`src/rtl/decode_issue_unit.sv`:
```
// Registered RV32I(+M) decode/issue stage between IF and ID/EX.
// Accepts instructions over valid/ready and flags illegal encodings.
// The decoded control bundle is held in an output register that can be flushed.
// Saturating counters track accepted and illegal instructions.
module decode_issue_unit #(
  parameter int XLEN     = 32,
  parameter bit ENABLE_M = 1'b1,
  parameter int ALU_W    = 5,
  parameter int CNT_W    = 16
) (
  input  logic             clk,
  input  logic             rst,
  input  logic             flush,
  input  logic             in_valid,
  output logic             in_ready,
  input  logic [31:0]      in_instr,
  input  logic [XLEN-1:0]  in_pc,
  input  logic             out_ready,
  output logic             out_valid,
  output logic [XLEN-1:0]  out_pc,
  output logic [31:0]      out_instr,
  output logic             out_jal,
  output logic             out_jalr,
  output logic             out_load_npc,
  output logic             out_mem_to_reg,
  output logic             out_alu_src1,
  output logic [2:0]       out_reg_write,
  output logic [3:0]       out_mem_write,
  output logic [1:0]       out_reg_read,
  output logic [2:0]       out_branch_type,
  output logic [ALU_W-1:0] out_alu_ctrl,
  output logic [1:0]       out_alu_src2,
  output logic [2:0]       out_imm_type,
  output logic             out_illegal,
  output logic [CNT_W-1:0] decoded_cnt,
  output logic [CNT_W-1:0] illegal_cnt
);

  // Register write modes, branch codes, immediate types and ALU codes
  localparam logic [2:0] RW_NO = 3'd0, RW_LB = 3'd1, RW_LH = 3'd2, RW_LW = 3'd3,
                         RW_LBU = 3'd4, RW_LHU = 3'd5;
  localparam logic [2:0] BR_BEQ = 3'd1, BR_BNE = 3'd2, BR_BLT = 3'd3,
                         BR_BLTU = 3'd4, BR_BGE = 3'd5, BR_BGEU = 3'd6;
  localparam logic [2:0] IMM_R = 3'd0, IMM_I = 3'd1, IMM_S = 3'd2, IMM_B = 3'd3,
                         IMM_U = 3'd4, IMM_J = 3'd5;
  localparam logic [4:0] ALU_SLL = 5'd0, ALU_SRL = 5'd1, ALU_SRA = 5'd2,
                         ALU_ADD = 5'd3, ALU_SUB = 5'd4, ALU_XOR = 5'd5,
                         ALU_OR = 5'd6, ALU_AND = 5'd7, ALU_SLT = 5'd8,
                         ALU_SLTU = 5'd9, ALU_LUI = 5'd10, ALU_MBASE = 5'h10;
  localparam logic [6:0] OPC_LUI = 7'b0110111, OPC_AUIPC = 7'b0010111,
                         OPC_JAL = 7'b1101111, OPC_JALR = 7'b1100111,
                         OPC_BRANCH = 7'b1100011, OPC_LOAD = 7'b0000011,
                         OPC_STORE = 7'b0100011, OPC_OPIMM = 7'b0010011,
                         OPC_OP = 7'b0110011, OPC_FENCE = 7'b0001111;
  localparam logic [6:0] F7_BASE = 7'b0000000, F7_ALT = 7'b0100000, F7_M = 7'b0000001;

  typedef struct packed {
    logic             jal;
    logic             jalr;
    logic             load_npc;
    logic             mem_to_reg;
    logic             alu_src1;
    logic [2:0]       reg_write;
    logic [3:0]       mem_write;
    logic [1:0]       reg_read;
    logic [2:0]       branch_type;
    logic [ALU_W-1:0] alu_ctrl;
    logic [1:0]       alu_src2;
    logic [2:0]       imm_type;
    logic             illegal;
  } bundle_t;

  logic [6:0] opcode_s, funct7_s;
  logic [2:0] funct3_s;
  logic [4:0] rd_s;
  logic       unused_fields_s;
  logic       illegal_s, accept_s;
  bundle_t    dec_s, new_bundle_s;

  bundle_t          bundle_q, bundle_d;
  logic             valid_q, valid_d;
  logic [XLEN-1:0]  pc_q, pc_d;
  logic [31:0]      instr_q, instr_d;
  logic [CNT_W-1:0] dcnt_q, dcnt_d, icnt_q, icnt_d;

  assign opcode_s        = in_instr[6:0];
  assign rd_s            = in_instr[11:7];
  assign funct3_s        = in_instr[14:12];
  assign funct7_s        = in_instr[31:25];
  assign unused_fields_s = ^in_instr[24:15];

  // Combinational decode of the raw instruction into a control bundle
  always_comb begin
    dec_s     = '0;
    illegal_s = 1'b0;
    if (in_instr[1:0] != 2'b11) begin
      illegal_s = 1'b1;
    end else begin
      case (opcode_s)
        OPC_LUI: begin
          dec_s.reg_write = RW_LW;
          dec_s.alu_ctrl  = ALU_W'(ALU_LUI);
          dec_s.alu_src2  = 2'b10;
          dec_s.imm_type  = IMM_U;
        end
        OPC_AUIPC: begin
          dec_s.reg_write = RW_LW;
          dec_s.alu_ctrl  = ALU_W'(ALU_ADD);
          dec_s.alu_src1  = 1'b1;
          dec_s.alu_src2  = 2'b10;
          dec_s.imm_type  = IMM_U;
        end
        OPC_JAL: begin
          dec_s.jal       = 1'b1;
          dec_s.load_npc  = 1'b1;
          dec_s.reg_write = RW_LW;
          dec_s.imm_type  = IMM_J;
        end
        OPC_JALR: begin
          dec_s.jalr      = 1'b1;
          dec_s.load_npc  = 1'b1;
          dec_s.reg_write = RW_LW;
          dec_s.reg_read  = 2'b10;
          dec_s.alu_ctrl  = ALU_W'(ALU_ADD);
          dec_s.alu_src2  = 2'b10;
          dec_s.imm_type  = IMM_I;
        end
        OPC_BRANCH: begin
          dec_s.reg_read = 2'b11;
          dec_s.imm_type = IMM_B;
          case (funct3_s)
            3'b000:  dec_s.branch_type = BR_BEQ;
            3'b001:  dec_s.branch_type = BR_BNE;
            3'b100:  dec_s.branch_type = BR_BLT;
            3'b101:  dec_s.branch_type = BR_BGE;
            3'b110:  dec_s.branch_type = BR_BLTU;
            3'b111:  dec_s.branch_type = BR_BGEU;
            default: illegal_s = 1'b1;
          endcase
        end
        OPC_LOAD: begin
          dec_s.mem_to_reg = 1'b1;
          dec_s.reg_read   = 2'b10;
          dec_s.alu_ctrl   = ALU_W'(ALU_ADD);
          dec_s.alu_src2   = 2'b10;
          dec_s.imm_type   = IMM_I;
          case (funct3_s)
            3'b000:  dec_s.reg_write = RW_LB;
            3'b001:  dec_s.reg_write = RW_LH;
            3'b010:  dec_s.reg_write = RW_LW;
            3'b100:  dec_s.reg_write = RW_LBU;
            3'b101:  dec_s.reg_write = RW_LHU;
            default: illegal_s = 1'b1;
          endcase
        end
        OPC_STORE: begin
          dec_s.reg_read = 2'b11;
          dec_s.alu_ctrl = ALU_W'(ALU_ADD);
          dec_s.alu_src2 = 2'b10;
          dec_s.imm_type = IMM_S;
          case (funct3_s)
            3'b000:  dec_s.mem_write = 4'b0001;
            3'b001:  dec_s.mem_write = 4'b0011;
            3'b010:  dec_s.mem_write = 4'b1111;
            default: illegal_s = 1'b1;
          endcase
        end
        OPC_OPIMM: begin
          dec_s.reg_write = RW_LW;
          dec_s.reg_read  = 2'b10;
          dec_s.alu_src2  = 2'b10;
          dec_s.imm_type  = IMM_I;
          case (funct3_s)
            3'b000: dec_s.alu_ctrl = ALU_W'(ALU_ADD);
            3'b010: dec_s.alu_ctrl = ALU_W'(ALU_SLT);
            3'b011: dec_s.alu_ctrl = ALU_W'(ALU_SLTU);
            3'b100: dec_s.alu_ctrl = ALU_W'(ALU_XOR);
            3'b110: dec_s.alu_ctrl = ALU_W'(ALU_OR);
            3'b111: dec_s.alu_ctrl = ALU_W'(ALU_AND);
            3'b001: begin
              dec_s.alu_ctrl = ALU_W'(ALU_SLL);
              dec_s.alu_src2 = 2'b01;
              illegal_s      = (funct7_s != F7_BASE);
            end
            3'b101: begin
              dec_s.alu_ctrl = (funct7_s == F7_ALT) ? ALU_W'(ALU_SRA) : ALU_W'(ALU_SRL);
              dec_s.alu_src2 = 2'b01;
              illegal_s      = (funct7_s != F7_BASE) && (funct7_s != F7_ALT);
            end
            default: illegal_s = 1'b1;
          endcase
        end
        OPC_OP: begin
          dec_s.reg_write = RW_LW;
          dec_s.reg_read  = 2'b11;
          dec_s.imm_type  = IMM_R;
          case (funct7_s)
            F7_BASE: begin
              case (funct3_s)
                3'b000:  dec_s.alu_ctrl = ALU_W'(ALU_ADD);
                3'b001:  dec_s.alu_ctrl = ALU_W'(ALU_SLL);
                3'b010:  dec_s.alu_ctrl = ALU_W'(ALU_SLT);
                3'b011:  dec_s.alu_ctrl = ALU_W'(ALU_SLTU);
                3'b100:  dec_s.alu_ctrl = ALU_W'(ALU_XOR);
                3'b101:  dec_s.alu_ctrl = ALU_W'(ALU_SRL);
                3'b110:  dec_s.alu_ctrl = ALU_W'(ALU_OR);
                default: dec_s.alu_ctrl = ALU_W'(ALU_AND);
              endcase
            end
            F7_ALT: begin
              case (funct3_s)
                3'b000:  dec_s.alu_ctrl = ALU_W'(ALU_SUB);
                3'b101:  dec_s.alu_ctrl = ALU_W'(ALU_SRA);
                default: illegal_s = 1'b1;
              endcase
            end
            F7_M: begin
              if (ENABLE_M) begin
                dec_s.alu_ctrl = ALU_W'(ALU_MBASE | {2'b00, funct3_s});
              end else begin
                illegal_s = 1'b1;
              end
            end
            default: illegal_s = 1'b1;
          endcase
        end
        OPC_FENCE: dec_s = '0;
        default:   illegal_s = 1'b1;
      endcase
    end
  end

  // Writes to x0 are discarded; illegal encodings collapse to an inert bundle
  always_comb begin
    new_bundle_s = dec_s;
    if (illegal_s) begin
      new_bundle_s         = '0;
      new_bundle_s.illegal = 1'b1;
    end else if (rd_s == 5'd0) begin
      new_bundle_s.reg_write = RW_NO;
    end else begin
      new_bundle_s.reg_write = dec_s.reg_write;
    end
  end

  assign in_ready = flush | ~valid_q | out_ready;
  assign accept_s = in_valid & in_ready & ~flush;

  // Next-state for the output register and counters; flush wins over everything
  always_comb begin
    valid_d  = valid_q;
    bundle_d = bundle_q;
    pc_d     = pc_q;
    instr_d  = instr_q;
    dcnt_d   = dcnt_q;
    icnt_d   = icnt_q;
    if (flush) begin
      valid_d = 1'b0;
    end else if (accept_s) begin
      valid_d  = 1'b1;
      bundle_d = new_bundle_s;
      pc_d     = in_pc;
      instr_d  = in_instr;
      dcnt_d   = (dcnt_q == {CNT_W{1'b1}}) ? dcnt_q : dcnt_q + CNT_W'(1);
      if (new_bundle_s.illegal) begin
        icnt_d = (icnt_q == {CNT_W{1'b1}}) ? icnt_q : icnt_q + CNT_W'(1);
      end else begin
        icnt_d = icnt_q;
      end
    end else if (out_ready) begin
      valid_d = 1'b0;
    end else begin
      valid_d = valid_q;
    end
  end

  // Output pipeline register and counters with asynchronous reset
  always_ff @(posedge clk or posedge rst) begin
    if (rst) begin
      valid_q  <= 1'b0;
      bundle_q <= '0;
      pc_q     <= '0;
      instr_q  <= 32'd0;
      dcnt_q   <= '0;
      icnt_q   <= '0;
    end else begin
      valid_q  <= valid_d;
      bundle_q <= bundle_d;
      pc_q     <= pc_d;
      instr_q  <= instr_d;
      dcnt_q   <= dcnt_d;
      icnt_q   <= icnt_d;
    end
  end

  assign out_valid       = valid_q;
  assign out_pc          = pc_q;
  assign out_instr       = instr_q;
  assign out_jal         = bundle_q.jal;
  assign out_jalr        = bundle_q.jalr;
  assign out_load_npc    = bundle_q.load_npc;
  assign out_mem_to_reg  = bundle_q.mem_to_reg;
  assign out_alu_src1    = bundle_q.alu_src1;
  assign out_reg_write   = bundle_q.reg_write;
  assign out_mem_write   = bundle_q.mem_write;
  assign out_reg_read    = bundle_q.reg_read;
  assign out_branch_type = bundle_q.branch_type;
  assign out_alu_ctrl    = bundle_q.alu_ctrl;
  assign out_alu_src2    = bundle_q.alu_src2;
  assign out_imm_type    = bundle_q.imm_type;
  assign out_illegal     = bundle_q.illegal;
  assign decoded_cnt     = dcnt_q;
  assign illegal_cnt     = icnt_q;

endmodule

```
`config.mk`:
```
export PLATFORM = sky130hd
export DESIGN_NAME = decode_issue_unit
export DESIGN_NICKNAME = d
export VERILOG_FILES = /design/src/rtl/decode_issue_unit.sv
export SDC_FILE = /design/constraint.sdc
export NUM_CORES = 1
export LEC_CHECK = 0
export CORE_ASPECT_RATIO = 0.75
export CORE_MARGIN = 1.5
export CORE_UTILIZATION = 52
export DETAILED_ROUTE_END_ITERATION = 8
export DONT_BUFFER_PORTS = 1
export PLACE_DENSITY = 0.67
export SLEW_MARGIN = 10
export SYNTH_ARGS = -nofsm -noshare
export SYNTH_HDL_FRONTEND = slang
export SYNTH_SLANG_ARGS = --single-unit
```
`constraint.sdc`:
```
create_clock -name clk -period 4.7 [get_ports clk]
set_input_delay 0.47 -clock clk [delete_from_list [all_inputs] [get_ports clk]]
set_output_delay 0.47 -clock clk [all_outputs]
set_load 0.005 [all_outputs]
```
## Yosys cells after proc, flatten, opt, wreduce, memory -nomap -nowiden

Cells that the tools add are included.
W data, S select, Z words.

| storage, ports and cells | value |
|---|---|
| output and inout bits | 126 |
| logic and storage cells | 111 |
| input bits | 69 |
| flip-flop bits (word level) | 125 |

| operators by class | value |
|---|---|
| add/subtract/negate cells | 2 |
| muxes and demuxes | 37 |
| equal/unequal tests | 23 |
| reductions and logical operators | 23 |
| bitwise operators | 8 |

Operators with widths:

| operator | number |
|---|---|
| $pmux W5 S8 | 1 |
| $add A16 B1 Y16 const B | 2 |
| $eq A16 B16 Y1 const B | 2 |
| $pmux W3 S5 | 2 |
| $eq A7 B6 Y1 const B | 4 |
| $mux W28 | 1 |
| $pmux W4 S7 | 1 |
| $eq A7 B7 Y1 const B | 3 |
| $mux W20 | 1 |
| $pmux W5 S4 | 1 |
| $pmux W3 S6 | 1 |
| $pmux W5 S3 | 1 |
| $reduce_or A5 Y1 | 3 |
| $eq A7 B5 Y1 const B | 2 |
| $mux W1 | 13 |
| $eq A3 B3 Y1 const B | 4 |
| $pmux W3 S2 | 2 |
| $pmux W4 S3 | 1 |
| $reduce_or A6 Y1 | 2 |
| $reduce_or A2 Y1 | 5 |
| $mux W3 | 3 |
| $reduce_or A3 Y1 | 3 |
| $pmux W2 S2 | 2 |
| $eq A7 B1 Y1 const B | 1 |
| other kinds (24) | 32 |

## Logic depth before layout (Yosys ltp)

Gate-level depths: netlist (run 1).

| depth | value |
|---|---|
| word-level depth | 8 |
| gate-level depth with buffers | 8 |
| mapped depth without buffers | 6 |

## Worst setup path before layout (run 1)

Ideal clock, no wire load.

| timing | value |
|---|---|
| path type | input-to-reg |
| start point | in in_instr[12] |
| end point | reg bundle_q (netlist bit out_mem_write[2]) |
| stages | 7 |
| setup slack | 2.648 ns |
| data arrival time | 1.948 ns |
| buffers on the path | 1 |
| cells stage by stage | buf_2 -> nor2_1 -> and4b_4 -> a2111oi_4 -> nand2_2 -> or2_1 -> o41ai_2 |

| on the way | value |
|---|---|
| cells in the longest elaborated chain, start to end | 7 |
| elaborated cells on any way between the ends | 23 |
| classes of those cells | eq/ne (6); mux (12); reduce/logical (5) |

RTL lines:

| what | RTL line | RTL |
|---|---|---|
| start, declared | 16 | `input logic [31:0] in_instr,` |
| $eq A3 B3 Y1 / $logic_not A3 Y1 (equally long branches) | - |  |
| $reduce_or A2 Y1 (no source line) | - |  |
| $mux W1 | 211 | `case (funct3_s)` |
| $pmux W1 S2 | 197 | `case (funct7_s)` |
| $pmux W1 S6 | 99 | `case (opcode_s)` |
| $mux W1 | 96 | `if (in_instr[1:0] != 2'b11) begin` |
| $mux W20 * | 236 | `if (illegal_s) begin` |
| end signal, assigned | 288 | `bundle_q <= bundle_d;` |
| end, declared | 80 | `bundle_t bundle_q, bundle_d;` |

Mark *: on every way between the ends. The rest lies on a longest branch, timed or not.
A chain may end at the register's enable or synchronous reset.

## Worst setup path in the final report (run 1)

| timing | value |
|---|---|
| start point | reg valid_q (netlist: out_valid) |
| end point | reg bundle_q (netlist bit out_alu_ctrl[1]) |

| on the way | value |
|---|---|
| cells in the longest elaborated chain, start to end | 6 |

RTL lines:

| what | RTL line | RTL |
|---|---|---|
| start, declared | 81 | `logic valid_q, valid_d;` |
| start signal, assigned | 287 | `valid_q <= valid_d;` |
| $not A1 Y1 | 246 | `assign in_ready = flush \| ~valid_q \| out_ready;` |
| $or A1 B1 Y1 (2 in series) | 246 |  |
| $and A1 B1 Y1 (2 in series) | 247 | `assign accept_s = in_valid & in_ready & ~flush;` |
| $reduce_and A2 Y1 (no source line) | - |  |

No other way between the ends.

==> metrics.log, run 1 <==
INFO  metric run_status = completed
INFO  metric fp.dieW = 123 um
INFO  metric synth_enable_flop_cells = 0
INFO  metric final_min_period_over_clock_period = 50.7%
INFO  metric drt-initial-drc-count = 420
INFO  metric cts-htree-levels = 4
INFO  metric drt_pass1_iterations = 5
INFO  metric switching_share = 25.6%
INFO  metric drt_drc_violations_left = 0
INFO  metric route.vias.total = 4314
INFO  metric p_sw = 0.761 mW
INFO  metric intPower = 2.22 mW
INFO  metric areaGrowthSynthToFinish = 12.4%
INFO  metric crit_fanout = 46
INFO  metric die-area = 11400 sq um
INFO  metric synthesis.area_per_instance = 9.08 sq um
INFO  metric total_of_cells_resized_after_clock_tree_synthesis = 0
INFO  metric synth_cells = 616
INFO  metric antenna_violating_nets_post_route = 0
INFO  metric static-leakage-power = 2.95 nW
INFO  metric clk_pin_slew = 0.05 ns
INFO  metric ff2ff_setup_slack = 2.32 ns
INFO  metric worstReg2RegEnd = out_alu_ctrl[1]
INFO  metric global_route.usage.total = 24.6%
INFO  metric ir_worst_vdd = 245 uV
INFO  metric regToRegStartpoint = out_valid
INFO  metric detail_route.vias_per_cell = 5.71
INFO  metric synthDistinctLibCells = 55
INFO  metric startpoint_type = flop
INFO  metric floorplan.core_area = 10400 sq um
INFO  metric timing.critical_path.to_type = flop
INFO  metric reg2regPathDepth = 5
INFO  metric signal_arrival_time_at_the_worst_endpoint = 2.67 ns
INFO  metric holdCritStartpoint = in_instr[5]
INFO  metric tritoncts_clock_tree = built
INFO  metric synth_seq_cells = 124
INFO  metric instance_count_along_the_most_critical_hold_path = 1
INFO  metric slew_headroom = 31.3%
INFO  metric hp-class = input pin to flop
INFO  metric max_cap_viol_count = 0
INFO  metric post-cts-setup-buffer-count = 0
INFO  metric grt_remaining_overflow = 0
INFO  metric routability_congestion = 0.930
INFO  metric synth_nets = 687
INFO  metric cts_hold_repair.buffers = 0
INFO  metric totalNegativeSetupSlack = 0 ns
INFO  metric yosys.area.top_type_share = 55.5%
INFO  metric fmax = 0.420 GHz
INFO  metric maximum_number_of_pins_on_one_net_before_global_route_repair = 108
INFO  metric whs_endpoint = out_alu_src1
INFO  metric tightestPinTransition = 1.03 ns
INFO  metric cts.root.buffer_cell = sky130_fd_sc_hd__clkbuf_16
INFO  metric grt_pass1_vias = 4174
INFO  metric synth.yosys.seq_area_share = 55.5%
INFO  metric clock_skew = 0.00770 ns
INFO  metric number_of_placement_rows = 32
INFO  metric clock-sinks = 124
INFO  metric drive_gt1_share = 7.11%
INFO  metric route.final.wire_length = 13400 um
INFO  metric post_synth_main_area_contributors = sky130_fd_sc_hd__dfrtp_1, sky130_fd_sc_hd__nand2_1, sky130_fd_sc_hd__xnor2_1
INFO  metric powerDensity = 474 nW/um^2
INFO  metric wl_per_cell = 17.7 um
INFO  metric dieHeight = 92.8 um
INFO  metric combinationalPowerShare = 8.4%
INFO  metric syn_area = 5600 sq um
INFO  metric finalSetupViolCount = 0
INFO  metric design.final.nets = 677
INFO  metric finalCriticalPeriod = 2.38 ns
INFO  metric initial_core_utilization = 54.0%
INFO  metric timing_worst_setup_path_type = flop to flop
INFO  metric crit_required = 4.99 ns
INFO  metric holdWs = 0.153 ns
INFO  metric timing_hold_violations_final = 0
INFO  metric synth_largest_area_cell = sky130_fd_sc_hd__dfrtp_1
INFO  metric ctsLongestPathBuffers = 2
INFO  metric portBuffers = 0
INFO  metric postSynth.asyncResetShare = 100%
INFO  metric insertedDiodeCount = 0
INFO  metric timing_max_transition_violations_final = 0
INFO  metric sequentialPowerShare = 45.4%
INFO  metric cts_buffers = 17
INFO  metric global_route_wire_length_before_repair = 21500 um
INFO  metric antenna_found_initial = 0
INFO  metric clkPwrFrac = 46.2%
INFO  metric synth_warnings = 0
INFO  metric postSynth.topFlopCell = sky130_fd_sc_hd__dfrtp_1
INFO  metric pin_count = 195
INFO  metric setup_repair_after_global_routing_missed_its_margin = false
INFO  metric place.detailed.hpwl = 9100 um
INFO  metric clock_insertion_delay_worst_skew = 0.41 ns
[Yosys cell counts, types with 2 or more instances]
cell type                  number
sky130_fd_sc_hd__a21oi_1       10
sky130_fd_sc_hd__nand2b_1       7
sky130_fd_sc_hd__nor3b_1        3
sky130_fd_sc_hd__nor4_1         5
sky130_fd_sc_hd__ha_1           2
sky130_fd_sc_hd__nand3b_1       3
sky130_fd_sc_hd__nor2_1        26
sky130_fd_sc_hd__a22o_1         3
sky130_fd_sc_hd__nand2_1      233
sky130_fd_sc_hd__or3_1          2
sky130_fd_sc_hd__o21a_1         3
sky130_fd_sc_hd__xnor2_1       21
sky130_fd_sc_hd__mux2_2         2
sky130_fd_sc_hd__or2_2          3
sky130_fd_sc_hd__nand4b_1       3
sky130_fd_sc_hd__nor2b_1        5
sky130_fd_sc_hd__nand4_1       14
sky130_fd_sc_hd__and3_1         6
sky130_fd_sc_hd__o21ai_0       24
sky130_fd_sc_hd__clkbuf_1      25
sky130_fd_sc_hd__dfrtp_1      124
sky130_fd_sc_hd__xor2_1         7
sky130_fd_sc_hd__nor3_1        10
sky130_fd_sc_hd__and3b_1        2
sky130_fd_sc_hd__and2_1         3
sky130_fd_sc_hd__nor4b_1        2
sky130_fd_sc_hd__buf_2          5
sky130_fd_sc_hd__inv_1          8
sky130_fd_sc_hd__a31oi_1        4
sky130_fd_sc_hd__and4_1         4
sky130_fd_sc_hd__nand3_1       19
sky130_fd_sc_hd__o31ai_1        5
[stage by stage]
step | utilization, % | power [mW] | std cells | worst slack, ns | cell area [sq um]
final | 60.7 | 2.98 | 755 | 2.32 | 6290
after global routing | 60.7 | 3.11 | 755 | 2.07 | 6290
after CTS | 60.7 | 3.01 | 755 | 2.31 | 6290
after detailed placement | 54.6 | 1.62 | 723 | 2.14 | 5660
after global placement | 54.6 | 1.61 | 723 | 2.18 | 5660
after floorplan | - | 1.54 | 616 | 0.931 | 5600
[power by group through the flow]
stage | Sequential [mW] | Clock (mW) | Combinational [mW]
after floorplan | 1.33 | 0 | 0.216
after global placement | 1.37 | 0 | 0.242
after detailed placement | 1.37 | 0 | 0.254
after CTS | 1.35 | 1.40 | 0.254
after global routing | 1.37 | 1.45 | 0.294
final | 1.35 | 1.38 | 0.250
[worst max-delay path, stage by stage, from the launching register on]
cell and delay [ns]:
sky130_fd_sc_hd__dfrtp_1 0.39, sky130_fd_sc_hd__nor2b_1 0.18, sky130_fd_sc_hd__nor2_4 0.80, sky130_fd_sc_hd__buf_4 0.49, sky130_fd_sc_hd__nand4_1 0.15, sky130_fd_sc_hd__o22a_1 0.24
[cell usage in the layout, fill, tap and decap left out, types with 6 or more instances in the layout]
master | Yosys | layout
sky130_fd_sc_hd__inv_1 | 8 | 7
sky130_fd_sc_hd__and3_1 | 6 | 6
sky130_fd_sc_hd__clkbuf_16 | 0 | 17
sky130_fd_sc_hd__a21oi_1 | 10 | 10
sky130_fd_sc_hd__o21ai_0 | 24 | 24
sky130_fd_sc_hd__nand4_1 | 14 | 14
sky130_fd_sc_hd__nand2_1 | 233 | 233
sky130_fd_sc_hd__nand3_1 | 19 | 19
sky130_fd_sc_hd__nor3_1 | 10 | 10
sky130_fd_sc_hd__xnor2_1 | 21 | 21
sky130_fd_sc_hd__dfrtp_1 | 124 | 124
sky130_fd_sc_hd__nand2b_1 | 7 | 7
sky130_fd_sc_hd__nor2_1 | 26 | 25
sky130_fd_sc_hd__xor2_1 | 7 | 7
[cell type report]
class	instances	area, sq um
sequential	124	3100
fill	896	4080
inverter	8	32.5
clock inverter	11	166
timing repair buffer	3	22.5
clock buffer	21	460
tap	136	170
multi-input combinational	452	2330
[cell families (layout without fill, tap and decap cells)]
family / count (synthesis) / after routing / share of synthesized area [%]
AO/OA/AOI/OAI: 62 / 62 / 7.47
XOR/XNOR: 28 / 28 / 4.38
adder cells (fa/ha/maj): 2 / 2 / 0.447
buffers and inverters: 40 / 43 / 3.00
flip-flops: 124 / 124 / 55.5
multiplexers: 3 / 3 / 0.581
AND/OR/NAND/NOR: 357 / 357 / 28.7
[worst max-delay path by stage]
stage	start	to	slack, ns	cells after the start
after CTS	out_valid	out_alu_ctrl[1]	2.31	5
after floorplan	rst	decoded_cnt[0]	0.93	1
after global routing	illegal_cnt[0]	illegal_cnt[11]	2.07	6
after detailed placement	in_instr[31]	out_mem_write[2]	2.14	6
after global placement	in_instr[31]	out_mem_write[2]	2.18	6
final	out_valid	out_alu_ctrl[1]	2.32	5
[routing by layer]
metal  wire, um  part of all wire (%)  up-vias  GRT usage, %
li1           -                     -     2042             -
met1       5790                    43     2057          33.5
met2       6060                    45      193          36.1
met3       1270                   9.5       22          8.19
met4        260                   1.9        0          9.98
met5          0                     0        -             0
No activity file was read; power rests on OpenSTA's default activity.
==> run 2, diff against run 1 <==
--- a/config.mk
+++ b/config.mk
@@ -5,12 +5,13 @@
 export SDC_FILE = /design/constraint.sdc
 export NUM_CORES = 1
 export LEC_CHECK = 0
+export ABC_AREA = 1
 export CORE_ASPECT_RATIO = 0.75
 export CORE_MARGIN = 1.5
 export CORE_UTILIZATION = 52
 export DETAILED_ROUTE_END_ITERATION = 8
 export DONT_BUFFER_PORTS = 1
-export PLACE_DENSITY = 0.67
+export PLACE_DENSITY = 0.7
 export SLEW_MARGIN = 10
 export SYNTH_ARGS = -nofsm -noshare
 export SYNTH_HDL_FRONTEND = slang
==> constraint.sdc (replaced) <==
create_clock -name clk -period 2.1 [get_ports clk]
set_input_delay 0.21 -clock clk [delete_from_list [all_inputs] [get_ports clk]]
set_output_delay 0.21 -clock clk [all_outputs]
set_load 0.005 [all_outputs]
==> metrics.log, run 2 <==
INFO  metric layout_common_cells = sky130_fd_sc_hd__nand2_1, sky130_fd_sc_hd__dfrtp_1, sky130_fd_sc_hd__dlygate4sd3_1
INFO  metric initial_core_utilization = 53.7% (-0.24 points)
INFO  metric insertedDiodeCount = 0 (unchanged)
INFO  metric crit_fanout = 4 (-91%)
INFO  metric synth_seq_cells = 124 (unchanged)
INFO  metric whs_endpoint = out_instr[30]
INFO  metric synth.yosys.seq_area_share = 52.6% (-2.9 points)
INFO  metric synthesis.area_per_instance = 7.84 sq um (-14%)
INFO  metric clock_insertion_delay_worst_skew = 0.41 ns (about the same)
INFO  metric antenna_found_initial = 0 (unchanged)
INFO  metric grt_use_met2 = 44.3% (+8.2 points)
INFO  metric global_route_wire_length_before_repair = 25800 um (+20%)
INFO  metric synth_enable_flop_cells = 0 (unchanged)
INFO  metric detail_route.vias_per_cell = 5.36 (-6.2%)
INFO  metric worst_path_most_repeated_cell = sky130_fd_sc_hd__nand2_1
INFO  metric clk_pin_slew = 0.05 ns (about the same)
INFO  metric timing_hold_violations_final = 0 (unchanged)
INFO  metric place_inst = 879 (+22%)
INFO  metric grt_pass1_vias = 5271 (+26%)
INFO  metric die-area = 12000 sq um (+5.3%)
INFO  metric yosys.area.top_type_share = 52.6% (-2.9 points)
INFO  metric clock_skew = 0.0101 ns (+0.00237 ns)
INFO  metric antenna_violating_nets_post_route = 0 (unchanged)
INFO  metric synth_nets = 823 (+20%)
INFO  metric floorplan.core_area = 11000 sq um (+5.9%)
INFO  metric grt-busiest-layer = met2
INFO  metric synth_most_common_cell = sky130_fd_sc_hd__nand2_1
INFO  metric routability_congestion = 0.941 (+1.1%)
INFO  metric wl_per_cell = 16.4 um (-7.5%)
INFO  metric cts_buffers = 17 (unchanged)
INFO  metric regToRegStartpoint = decoded_cnt[1]
INFO  metric timing_max_transition_violations_final = 0 (unchanged)
INFO  metric synthDistinctLibCells = 32 (-42%)
INFO  metric powerDensity = 932 nW/um^2 (+97%)
INFO  metric holdCritStartpoint = in_instr[30]
INFO  metric postSynth.asyncResetShare = 100% (unchanged)
INFO  metric route.vias.total = 5216 (+21%)
INFO  metric post_synth_main_area_contributors = sky130_fd_sc_hd__dfrtp_1, sky130_fd_sc_hd__nand2_1, sky130_fd_sc_hd__inv_1
INFO  metric gr-usage-met1 = 34.3% (+0.70 points)
INFO  metric static-leakage-power = 3.84 nW (+30%)
INFO  metric run_status = finished, violations left
INFO  metric holdWs = 0.0147 ns (-0.138 ns)
INFO  metric setup_repair_after_global_routing_missed_its_margin = false
INFO  metric ff2ff_setup_slack = 0.18 ns (-2.14 ns)
INFO  metric place.detailed.hpwl = 10500 um (+15%)
INFO  metric failed_checks = DRC
INFO  metric totalNegativeSetupSlack = 0 ns (unchanged)
INFO  metric drt-initial-drc-count = 304 (-28%)
INFO  metric tightestPinTransition = 0.629 ns (-0.401 ns)
INFO  metric max_cap_viol_count = 0 (unchanged)
INFO  metric crit_required = 2.40 ns (-2.59 ns)
INFO  metric cp.buffers_inverters = 1 (unchanged)
INFO  metric synth_cells = 752 (+22%)
INFO  metric drive_gt1_share = 7.08% (-0.025 points)
INFO  metric syn_area = 5900 sq um (+5.4%)
INFO  metric fmax = 0.521 GHz (+24%)
INFO  metric grt_remaining_overflow = 0 (unchanged)
INFO  metric dieHeight = 95.2 um (+2.6%)
INFO  metric drt_drc_violations_left = 14 (+14)
INFO  metric cts.root.buffer_cell = sky130_fd_sc_hd__clkbuf_16
INFO  metric clock-sinks = 124 (unchanged)
INFO  metric fp.dieW = 126 um (+2.6%)
INFO  metric global_route.usage.total = 27.6% (+2.9 points)
INFO  metric finalSetupViolCount = 0 (unchanged)
INFO  metric signal_arrival_time_at_the_worst_endpoint = 2.22 ns (-0.45 ns)
INFO  metric maximum_number_of_pins_on_one_net_before_global_route_repair = 109 (+0.93%)
INFO  metric startpoint_type = flop
INFO  metric number_of_placement_rows = 33 (+3.1%)
INFO  metric portBuffers = 0 (unchanged)
INFO  metric critical_path.slowest_cell = sky130_fd_sc_hd__dfrtp_1
INFO  metric final_min_period_over_clock_period = 91.4% (+41 points)
INFO  metric cts-htree-levels = 4 (unchanged)
INFO  metric design.final.nets = 891 (+32%)
INFO  metric timing.critical_path.cells = ha_1 -> inv_1 -> nor2_1 -> and3_1 -> a21oi_1 -> nand3_1 -> nor2_1 -> nand2_1 -> nand2_1 -> nand2_1
INFO  metric synth_largest_area_cell = sky130_fd_sc_hd__dfrtp_1
INFO  metric hp-class = input pin to flop
INFO  metric reg2regPathDepth = 10 (+5)
INFO  metric instance_count_along_the_most_critical_hold_path = 2 (+1)
INFO  metric areaGrowthSynthToFinish = 24.6%
INFO  metric globalRouteMet3Util = 9.15% (+0.96 points)
INFO  metric route.final.wire_length = 15900 um (+19%)
INFO  metric ir_worst_vdd = 575 uV (+130%)
INFO  metric synthTopCellsByCount = sky130_fd_sc_hd__nand2_1, sky130_fd_sc_hd__dfrtp_1, sky130_fd_sc_hd__inv_1
INFO  metric slew_headroom = 58.0% (+27 points)
INFO  metric synth_warnings = 0 (unchanged)
INFO  metric crit_family = simple AND/OR/NAND/NOR gates
INFO  metric pin_count = 195 (unchanged)
INFO  metric drt_pass1_iterations = 7 (+2)
INFO  metric timing.critical_path.to_type = flop
INFO  metric post-cts-setup-buffer-count = 0 (unchanged)
INFO  metric final-instance-count-excl-fill = 973 (+29%)
INFO  metric layout_commonest_cell = sky130_fd_sc_hd__nand2_1
INFO  metric ctsLongestPathBuffers = 2 (unchanged)
INFO  metric postSynth.topFlopCell = sky130_fd_sc_hd__dfrtp_1
INFO  metric tritoncts_clock_tree = built
INFO  metric p_total = 6.85 mW (+130%)
INFO  metric critPathMaxStageDelay = 0.42 ns (-0.38 ns)
INFO  metric timing_worst_setup_path_type = flop to flop
INFO  metric finalCriticalPeriod = 1.92 ns (-0.463 ns)
INFO  metric worstReg2RegEnd = decoded_cnt[14]
[run 2: cell count changes after synthesis, moves of 12 or more]
cell	before	now
sky130_fd_sc_hd__nand4_1	14	26
sky130_fd_sc_hd__clkbuf_1	25	11
sky130_fd_sc_hd__nand3_1	19	32
sky130_fd_sc_hd__nand2_1	233	338
sky130_fd_sc_hd__nor2_1	26	52
sky130_fd_sc_hd__inv_1	8	57
[run 2: power by group]
part	total [mW]	internal, mW	switching (mW)
registers	3.03	2.69	0.338
clock network	3.04	2.00	1.05
logic	0.782	0.325	0.457
[run 2: layout make-up]
cell class / count / area (sq um)
fillers: 866 / 3630
repair buffers: 75 / 768
flip-flops and latches: 124 / 3100
well taps: 140 / 175
clock buffers: 23 / 488
clock inverters: 9 / 135
inverters: 61 / 233
multi-input cells: 541 / 2450
[run 2: what timing repair did]
action	in CTS	in global routing
hold buffers	62	0
resized for setup	0	2
setup endpoints to repair	0	1
endpoints found under the hold margin	86	0
[run 2: worst max path at each step]
stage                              start               to  slack (ns)  cells after the start
final                     decoded_cnt[1]  decoded_cnt[14]        0.18                     10
after floorplan                      rst   decoded_cnt[0]        0.36                      1
after detailed placement  decoded_cnt[1]  decoded_cnt[14]        0.22                     10
after CTS                 decoded_cnt[1]  decoded_cnt[14]        0.21                     10
after global placement    decoded_cnt[1]  decoded_cnt[14]        0.29                     10
after global routing         in_instr[5]   illegal_cnt[9]        0.01                     12
[run 2: kinds of logic (layout without fill, tap and decap cells)]
family                     Yosys count  in the layout  share of synthesized area [%]
xor gates and xnor gates            28             28                           4.16
adders and majority gates            2              2                          0.424
DFF                                124            124                           52.6
AOI/OAI and AO/OA                   36             36                           3.22
and+or+nand+nor                    475            475                           33.6
buffers and inverters               87            168                           6.04
[run 2: metrics by stage]
step | util [%] | area (sq um) | setup slack [ns]
after floorplan | - | 5900 | 0.365
after global placement | 55.6 | 6110 | 0.287
after detailed placement | 55.6 | 6110 | 0.223
after CTS | 66.9 | 7350 | 0.207
after global routing | 67.0 | 7350 | 0.0105
final | 67.0 | 7350 | 0.180
[run 2: per-layer routing]
metal / wire (um) / part of all wire [%] / vias to the layer above
met2: 7380 / 46 / 249
li1: - / - / 2491
met1: 6670 / 42 / 2441
met5: 0 / 0 / -
met4: 410 / 2.6 / 0
met3: 1490 / 9.3 / 35
